### config.mk
export PLATFORM = sky130hd
export DESIGN_NAME = input_port_fifo
export DESIGN_NICKNAME = d
export VERILOG_FILES = /design/src/rtl/input_port_fifo.sv
export SDC_FILE = /design/constraint.sdc
export NUM_CORES = 1
export LEC_CHECK = 0
export CAP_MARGIN = 25
export CORE_ASPECT_RATIO = 0.7
export CORE_MARGIN = 2
export CORE_UTILIZATION = 35
export CTS_CLUSTER_SIZE = 10
export DETAILED_ROUTE_END_ITERATION = 8
export GPL_TIMING_DRIVEN = 0
export HOLD_SLACK_MARGIN = 0.08
export PLACE_DENSITY = 0.64
export RECOVER_POWER = 50
export REMOVE_ABC_BUFFERS = 1
export SETUP_SLACK_MARGIN = 0.3
export SLEW_MARGIN = 5
export SYNTH_ARGS = -nofsm -noshare
export SYNTH_HDL_FRONTEND = slang
export SYNTH_SLANG_ARGS = --single-unit
### constraint.sdc
create_clock -name clk -period 9.43 [get_ports clk]
set_input_delay 1.886 -clock clk [delete_from_list [all_inputs] [get_ports clk]]
set_output_delay 1.886 -clock clk [all_outputs]
set_load 0.05 [all_outputs]
### src/rtl/input_port_fifo.sv
// Per-port router input buffer: a flit FIFO plus a head-side framing FSM.
// It drives the arbiter request and pops flits toward the crossbar while granted.
module input_port_fifo #(
  parameter int DATA_W = 32,
  parameter int DEPTH  = 8,
  parameter int AW     = 3
) (
  input  logic              clk,
  input  logic              rst,
  input  logic              in_valid,
  input  logic [2:0]        in_flit_id,
  input  logic [DATA_W-1:0] in_data,
  output logic              in_ready,
  input  logic              grant,
  output logic              req,
  output logic [2:0]        flit_id,
  output logic [11:0]       length,
  output logic              out_valid,
  output logic [2:0]        out_flit_id,
  output logic [DATA_W-1:0] out_data,
  output logic              drop_err,
  output logic [1:0]        state_dbg
);

  localparam logic [2:0]  ID_HEADER = 3'b110;
  localparam logic [2:0]  ID_BODY   = 3'b010;
  localparam logic [2:0]  ID_TAIL   = 3'b011;
  localparam logic [AW:0] FULL      = (AW+1)'(DEPTH);

  typedef enum logic [1:0] {IDLE = 2'd0, REQ = 2'd1, SEND = 2'd2} state_t;

  state_t            state;
  logic [DATA_W-1:0] data_mem [DEPTH];
  logic [2:0]        id_mem   [DEPTH];
  logic [AW-1:0]     rd_ptr;
  logic [AW-1:0]     wr_ptr;
  logic [AW:0]       count;
  logic              empty;
  logic              push;
  logic              pop;
  logic              drop;
  logic [2:0]        head_id;
  logic [DATA_W-1:0] head_data;

  // Handshakes: a flit transfers in on a cycle with in_valid && in_ready, and out
  // to the crossbar on a cycle with out_valid && grant; neither side looks ahead.
  assign empty     = (count == '0);
  assign in_ready  = (count != FULL);
  assign push      = in_valid && in_ready;
  assign head_id   = id_mem[rd_ptr];
  assign head_data = data_mem[rd_ptr];

  assign req         = (state != IDLE);
  assign out_valid   = !empty && (state != IDLE) && grant;
  assign flit_id     = empty ? 3'b000 : head_id;
  assign out_flit_id = empty ? 3'b000 : head_id;
  assign out_data    = empty ? '0 : head_data;
  assign state_dbg   = state;

  // Non-header flits in IDLE are discarded unconditionally; inside a packet only
  // BODY/TAIL are forwarded and anything else is popped as an error while granted.
  always_comb begin
    pop  = 1'b0;
    drop = 1'b0;
    case (state)
      IDLE: begin
        if (!empty && head_id != ID_HEADER) begin
          pop  = 1'b1;
          drop = 1'b1;
        end
      end
      REQ: pop = grant && !empty;
      SEND: begin
        if (grant && !empty) begin
          pop  = 1'b1;
          drop = (head_id != ID_BODY) && (head_id != ID_TAIL);
        end
      end
      default: begin
        pop  = 1'b0;
        drop = 1'b0;
      end
    endcase
  end

  always_ff @(posedge clk) begin
    if (push) begin
      data_mem[wr_ptr] <= in_data;
      id_mem[wr_ptr]   <= in_flit_id;
    end
  end

  always_ff @(posedge clk) begin
    if (rst) begin
      rd_ptr   <= '0;
      wr_ptr   <= '0;
      count    <= '0;
      state    <= IDLE;
      length   <= '0;
      drop_err <= 1'b0;
    end else begin
      if (push) wr_ptr <= wr_ptr + 1'b1;
      if (pop)  rd_ptr <= rd_ptr + 1'b1;
      if (push && !pop)      count <= count + 1'b1;
      else if (!push && pop) count <= count - 1'b1;
      drop_err <= drop;
      case (state)
        IDLE: begin
          if (!empty && head_id == ID_HEADER) begin
            state  <= REQ;
            length <= head_data[11:0];
          end
        end
        REQ:     if (grant) state <= SEND;
        SEND:    if (pop && head_id == ID_TAIL) state <= IDLE;
        default: state <= IDLE;
      endcase
    end
  end

endmodule
==> results.json, run 1 <==
{
  "die_x_um": 224.5,
  "period_needed_ns": 6.455,
  "synth_area_mm2": 0.01191,
  "root_buffer": "clkbuf_16",
  "vias": 5802,
  "clkTransAtPathRegs_ns": 0.06,
  "nFillCells": 2892,
  "via_per_inst": 4.967,
  "synth-seq-cells": 308,
  "post-cts-setup-buffers": 0,
  "grt_pass1_vias": 6041,
  "outcome": "finished with violations",
  "antenna_found_initial": 5,
  "numCtsBuffers": 37,
  "layout_common_cells": "edfxtp_1 (280), mux4_2 (70), nor2_1 (53), dlygate4sd3_1 (51), clkdlybuf4s50_1 (43)",
  "track_usage_pct": 14.03,
  "area_growth_syn_to_layout_pct": 22.80,
  "gp_congestion": 0.7084,
  "critPathMaxStageDelay_ns": 1.98,
  "firstDrtPassIters": 4,
  "peakVddDrop_v": 0.0001655,
  "yosysSeqAreaShare_pct": 75.28,
  "path_max_fanout": 36,
  "max_freq_mhz": 154.9,
  "syn_avg_cell_area_um2": 20.16,
  "cp-end-kind": "output pin",
  "layout-drive-gt1-share_pct": 19.43,
  "cts_tree": "yes",
  "clock_skew_ns": 0.01400,
  "critPathTopFamily": "flip-flops",
  "antenna_left": 0,
  "cp.required_ns": 7.54,
  "multi_input_area_mm2": 0.002820,
  "grt_remaining_overflow": 0,
  "routedWlPerCell_um": 21.02,
  "port_buffers": 94,
  "die_y_um": 158.4,
  "critPathBufInv": 2,
  "yosys_warnings": 0,
  "rows": 56,
  "p_leak_uw": 0.004606,
  "cts_buffer_depth": 3,
  "coreArea_mm2": 0.03349,
  "clock_latency_ns": 0.49,
  "post_cts_resize_count": 0,
  "drt_iter0_markers": 351,
  "slowest_stage": "dfxtp_1",
  "htree_levels": 2,
  "clock_sinks": 308,
  "worst_pin_slew_ns": 2.453,
  "grt_max_degree": 56,
  "path_cells": "buf_16, mux4_2, mux2i_1, nor2_1, clkdlybuf4s50_1",
  "maxCapViolCount": 3,
  "grt_pass1_wl_um": 37280,
  "place_area_mm2": 0.01368,
  "setup-tns-final_ns": 0,
  "hp-start": "rd_ptr[2]$_SDFFE_PP0P_",
  "io_pins": 95,
  "cp.arrival_ns": 4.57,
  "synthDistinctLibCells": 38,
  "setup_viol": 0,
  "violations": "capacitance limit, slew limit",
  "die-area_mm2": 0.03556,
  "hold_path.class": "reg -> reg",
  "start_util_pct": 35.57,
  "post-route-period-util_pct": 68.45,
  "netlist_instances": 591,
  "mostFrequentLayoutCell": "edfxtp_1",
  "fin_cells": 1168,
  "dp_cells": 1113,
  "critPathKind": "reg -> out",
  "slew_headroom_pct": -63.73,
  "startpoint_type": "flip-flop",
  "rsz0062_at_grt": "no",
  "maxSlewViolCount": 62,
  "finalHoldViolCount": 0,
  "dpl.hpwl_um": 15340,
  "fin_area_mm2": 0.01463,
  "register_area_mm2": 0.008976,
  "power.density_mw_per_mm2": 299.5,
  "cts_hold_buf": 0,
  "wl_um": 24550,
  "drc": 0,
  "finish.net_count": 767
}
## stage by stage
step	hold slack (ns)	util (%)	setup WS, ns	total power, uW
after floorplan	0.4455	-	2.503	2733
after global placement	0.4680	39.59	-1.068	3260
after detailed placement	0.4732	40.84	4.057	3255
after CTS	0.4870	43.80	3.992	4460
after global routing	0.5125	43.67	2.569	4586
final	0.4838	43.68	2.975	4382
## state kept, by name, summed over array words and instances (netlist names), named ones only
register and count:
rd_ptr 3, id_mem 24, drop_err 1, count 4, data_mem 256, state_dbg 2, length 12, wr_ptr 3
## worst min-delay path, stage by stage (launching register included)
cell	delay, ns
dfxtp_1	0.31
o31ai_1	0.06
a21oi_1	0.07
## where the power goes
| part | internal (uW) | total, uW | switching, uW |
|---|---|---|---|
| clock network | 711 | 1200 | 487 |
| logic | 599 | 1520 | 922 |
| registers | 1580 | 1660 | 82.1 |
## routing by layer
layer	routed length, um	global-route usage (%)	vias up
met5	35	0	-
met4	419	3.122	6
met3	1113	3.026	47
met2	11530	22.79	113
met1	11450	19.54	2986
li1	-	-	2650
## final timing paths
check	to	depth (start not counted)	slack [ns]
min reg2reg	flip-flop	2	0.48
min	flip-flop	2	0.48
max reg2reg	length[0]$_SDFFE_PP0P_	6	3.60
max	out_data[10]	5	2.97
## synthesized netlist by cell type
cell type  number  area share, %
mux2_4          1           0.13
dfxtp_1        28            4.7
and2_1          1          0.053
fa_1            1           0.17
buf_2           4           0.17
xor2_1          2           0.15
o311ai_0        1          0.074
buf_4           3           0.19
inv_1           6           0.19
or4_1           3           0.19
nor3_1          5           0.21
nand2_1         5           0.16
buf_1           8           0.25
nor2b_1         1          0.053
ha_1           10            1.1
a211oi_1       12           0.76
a21oi_1         9           0.38
o31ai_1         1          0.063
nor4_2          2           0.21
a221oi_1        1          0.074
a21boi_1        1          0.063
nor2_1         58            1.8
nand3b_1        1          0.063
mux4_2         70             13
a222oi_1        1          0.084
clkbuf_1       15           0.47
nand3_1         1          0.042
o21ai_0         3           0.13
buf_6           1          0.095
nand2b_1        9           0.47
a21o_1          1          0.063
edfxtp_1      280             71
nand4b_1        1          0.074
or3_1           3           0.16
and3_1          1          0.053
xnor2_1         2           0.15
mux2i_1        38            3.2
nor4_1          1          0.053
## cell type report
type | count | area share [%]
diodes | 2 | 0.03421
flip-flops and latches | 308 | 61.35
clock inverters | 3 | 0.1112
repair buffers | 118 | 8.689
inverters | 6 | 0.1539
clock buffers | 50 | 6.662
well taps | 435 | 3.720
multi-input cells | 246 | 19.28
## cells by family (layout without fill, tap and decap cells)
| logic type | count (synthesis) | count (layout) | share of synthesized area, % |
|---|---|---|---|
| flops | 308 | 308 | 75.28 |
| mux | 109 | 109 | 16.55 |
| simple gates | 92 | 92 | 3.613 |
| buf+inv | 37 | 177 | 1.365 |
| compound gates | 30 | 30 | 1.680 |
| fa+ha+maj | 11 | 11 | 1.218 |
| xor+xnor | 4 | 4 | 0.2941 |
| other cells | 0 | 2 | 0 |
Power figures use the tool's default switching activity.
==> inputs of run 2 (changes only) <==
clock period = 6.5 ns   (was 9.43 ns; I/O delays follow)
==> run 2 against run 1 <==
  * The flow still finishes with violations (capacitance limit, slew limit)
  * Register-to-register slack got worse by 1.5 ns
  * Combinational power up 45%
  * Clock power up 45%
  * Final cell count did not move
  * Critical path type unchanged
  * Largest cell class unchanged
  * First-iteration DRC count grew 3.4%
  * Worst setup slack got worse by 1.2 ns
  * Non-clock buffer count stayed put
==> results.json, run 2 (synthesis gave the netlist of run 1 again) <==
{
  "outcome": "finished with violations",
  "violations": "capacitance limit, slew limit",
  "clock_sinks": 308,
  "mostFrequentLayoutCell": "edfxtp_1",
  "cts_hold_buf": 0,
  "peakVddDrop_v": 0.0002400,
  "maxSlewViolCount": 27,
  "cp-end-kind": "output pin",
  "path_cells": "buf_16, mux4_2, mux2i_1, nor2_1, clkdlybuf4s50_1",
  "place_area_mm2": 0.01368,
  "power_frac_clock_pct": 27.4,
  "top_register": "data_mem",
  "fin_area_mm2": 0.01464,
  "hp-start": "rd_ptr[2]$_SDFFE_PP0P_",
  "area_growth_syn_to_layout_pct": 22.85,
  "start_util_pct": 35.57,
  "cp.required_ns": 5.20,
  "seqPwrFrac_pct": 38.0,
  "largestRegisters": "data_mem x256, id_mem x24, length x12",
  "hold_path.class": "reg -> reg",
  "grt_remaining_overflow": 0,
  "wl_um": 24580,
  "vias": 5806,
  "period_needed_ns": 4.725,
  "clock_skew_ns": 0.01350,
  "clock_latency_ns": 0.49,
  "power.density_mw_per_mm2": 434.1,
  "grt_pass1_vias": 6041,
  "p_sw_share_pct": 34.07,
  "grt_pass1_wl_um": 37280,
  "clkTransAtPathRegs_ns": 0.06,
  "die_y_um": 158.4,
  "cts_tree": "yes",
  "share_comb_of_total_power_pct": 34.7,
  "track_usage_pct": 14.03,
  "coreArea_mm2": 0.03349,
  "critPathMaxStageDelay_ns": 0.83,
  "die_x_um": 224.5,
  "dpl.hpwl_um": 15340,
  "p_switching_uw": 2164,
  "p_leak_uw": 0.004609,
  "utilization_pct": 43.70,
  "worst_r2r_path_depth": 12,
  "grt_max_degree": 56,
  "multi_input_area_mm2": 0.002815,
  "numCtsBuffers": 37,
  "finish.net_count": 767,
  "setup-tns-final_ns": 0,
  "intPower_uw": 4189,
  "port_buffers": 94,
  "slew_headroom_pct": -46.99,
  "largest_reg_flops": 256,
  "cp.arrival_ns": 3.42,
  "slowest_stage": "dfxtp_4",
  "post_cts_resize_count": 0,
  "nFillCells": 2890,
  "register_area_mm2": 0.008980,
  "startpoint_type": "flip-flop",
  "whs_ns": 0.4837,
  "cts_buffer_depth": 3,
  "drc": 0,
  "post-cts-setup-buffers": 0,
  "max_freq_mhz": 211.7,
  "worst_pin_slew_ns": 2.185,
  "finalHoldViolCount": 0,
  "io_pins": 95,
  "via_per_inst": 4.971,
  "post-route-period-util_pct": 72.69,
  "critPathKind": "reg -> out",
  "routedWlPerCell_um": 21.05,
  "antenna_found_initial": 5,
  "maxCapViolCount": 2,
  "htree_levels": 2,
  "antenna_left": 0,
  "rsz0062_at_grt": "no",
  "layout-drive-gt1-share_pct": 19.56,
  "die-area_mm2": 0.03556,
  "setup_viol": 0,
  "firstDrtPassIters": 4,
  "hold_depth": 2,
  "drt_iter0_markers": 363,
  "rows": 56,
  "layout_common_cells": "edfxtp_1 (280), mux4_2 (70), nor2_1 (53), dlygate4sd3_1 (51), clkdlybuf4s50_1 (43)",
  "root_buffer": "clkbuf_16",
  "path_max_fanout": 36,
  "gp_congestion": 0.7084
}
## run 2: changes by cell type in the layout (fill, tap and decap cells not counted)
cell      previous run  this run
buf_6                5         6
clkbuf_1            14        13
dfxtp_1             26        25
dfxtp_4              2         3
nor3_1               3         4
nor3_2               2         1
## run 2: layout make-up
| class | instances | share of cell area, % |
|---|---|---|
| Sequential cell | 308 | 61.35 |
| Multi-Input combinational cell | 246 | 19.23 |
| Timing Repair Buffer | 118 | 8.737 |
| Clock buffer | 50 | 6.659 |
| Tap cell | 435 | 3.719 |
| Inverter | 6 | 0.1539 |
| Clock inverter | 3 | 0.1111 |
| Antenna cell | 2 | 0.03419 |
## run 2: layer usage
metal	wire, um	GRT usage (%)
met2	11520	22.79
met5	35	0
met1	11440	19.54
met3	1175	3.026
met4	420	3.122
## run 2: worst paths after layout
path / to / slack (ns)
hold / removal: flip-flop / 0.48
hold reg to reg: flip-flop / 0.48
setup reg to reg: count[3]$_SDFFE_PP0P_ / 2.09
setup / recovery: out_data[10] / 1.78
## run 2: power groups by stage
stage	registers (uW)	logic, uW	clock network (uW)
3_3_place_gp	2570	2160	0
2_1_floorplan	2580	1380	0
3_5_place_dp	2460	2270	0
6_report	2410	2200	1740
5_1_grt	2430	2350	1860
4_1_cts	2420	2270	1780
## run 2: through the flow
stage	power [uW]	instances	setup slack [ns]
after floorplan	3965	560	0.1593
after global placement	4729	1089	-3.412
after detailed placement	4723	1113	2.172
after CTS	6471	1166	1.648
after global routing	6648	1166	1.547
final	6353	1168	1.775
## run 2: worst max-delay path, delay by kind of cell, from the launching register on
kind	cells	cell delay [ns]
multiplexers	2	0.91
flip-flops	1	0.83
AND/OR/NAND/NOR	1	0.08
buffers and inverters	2	1.05
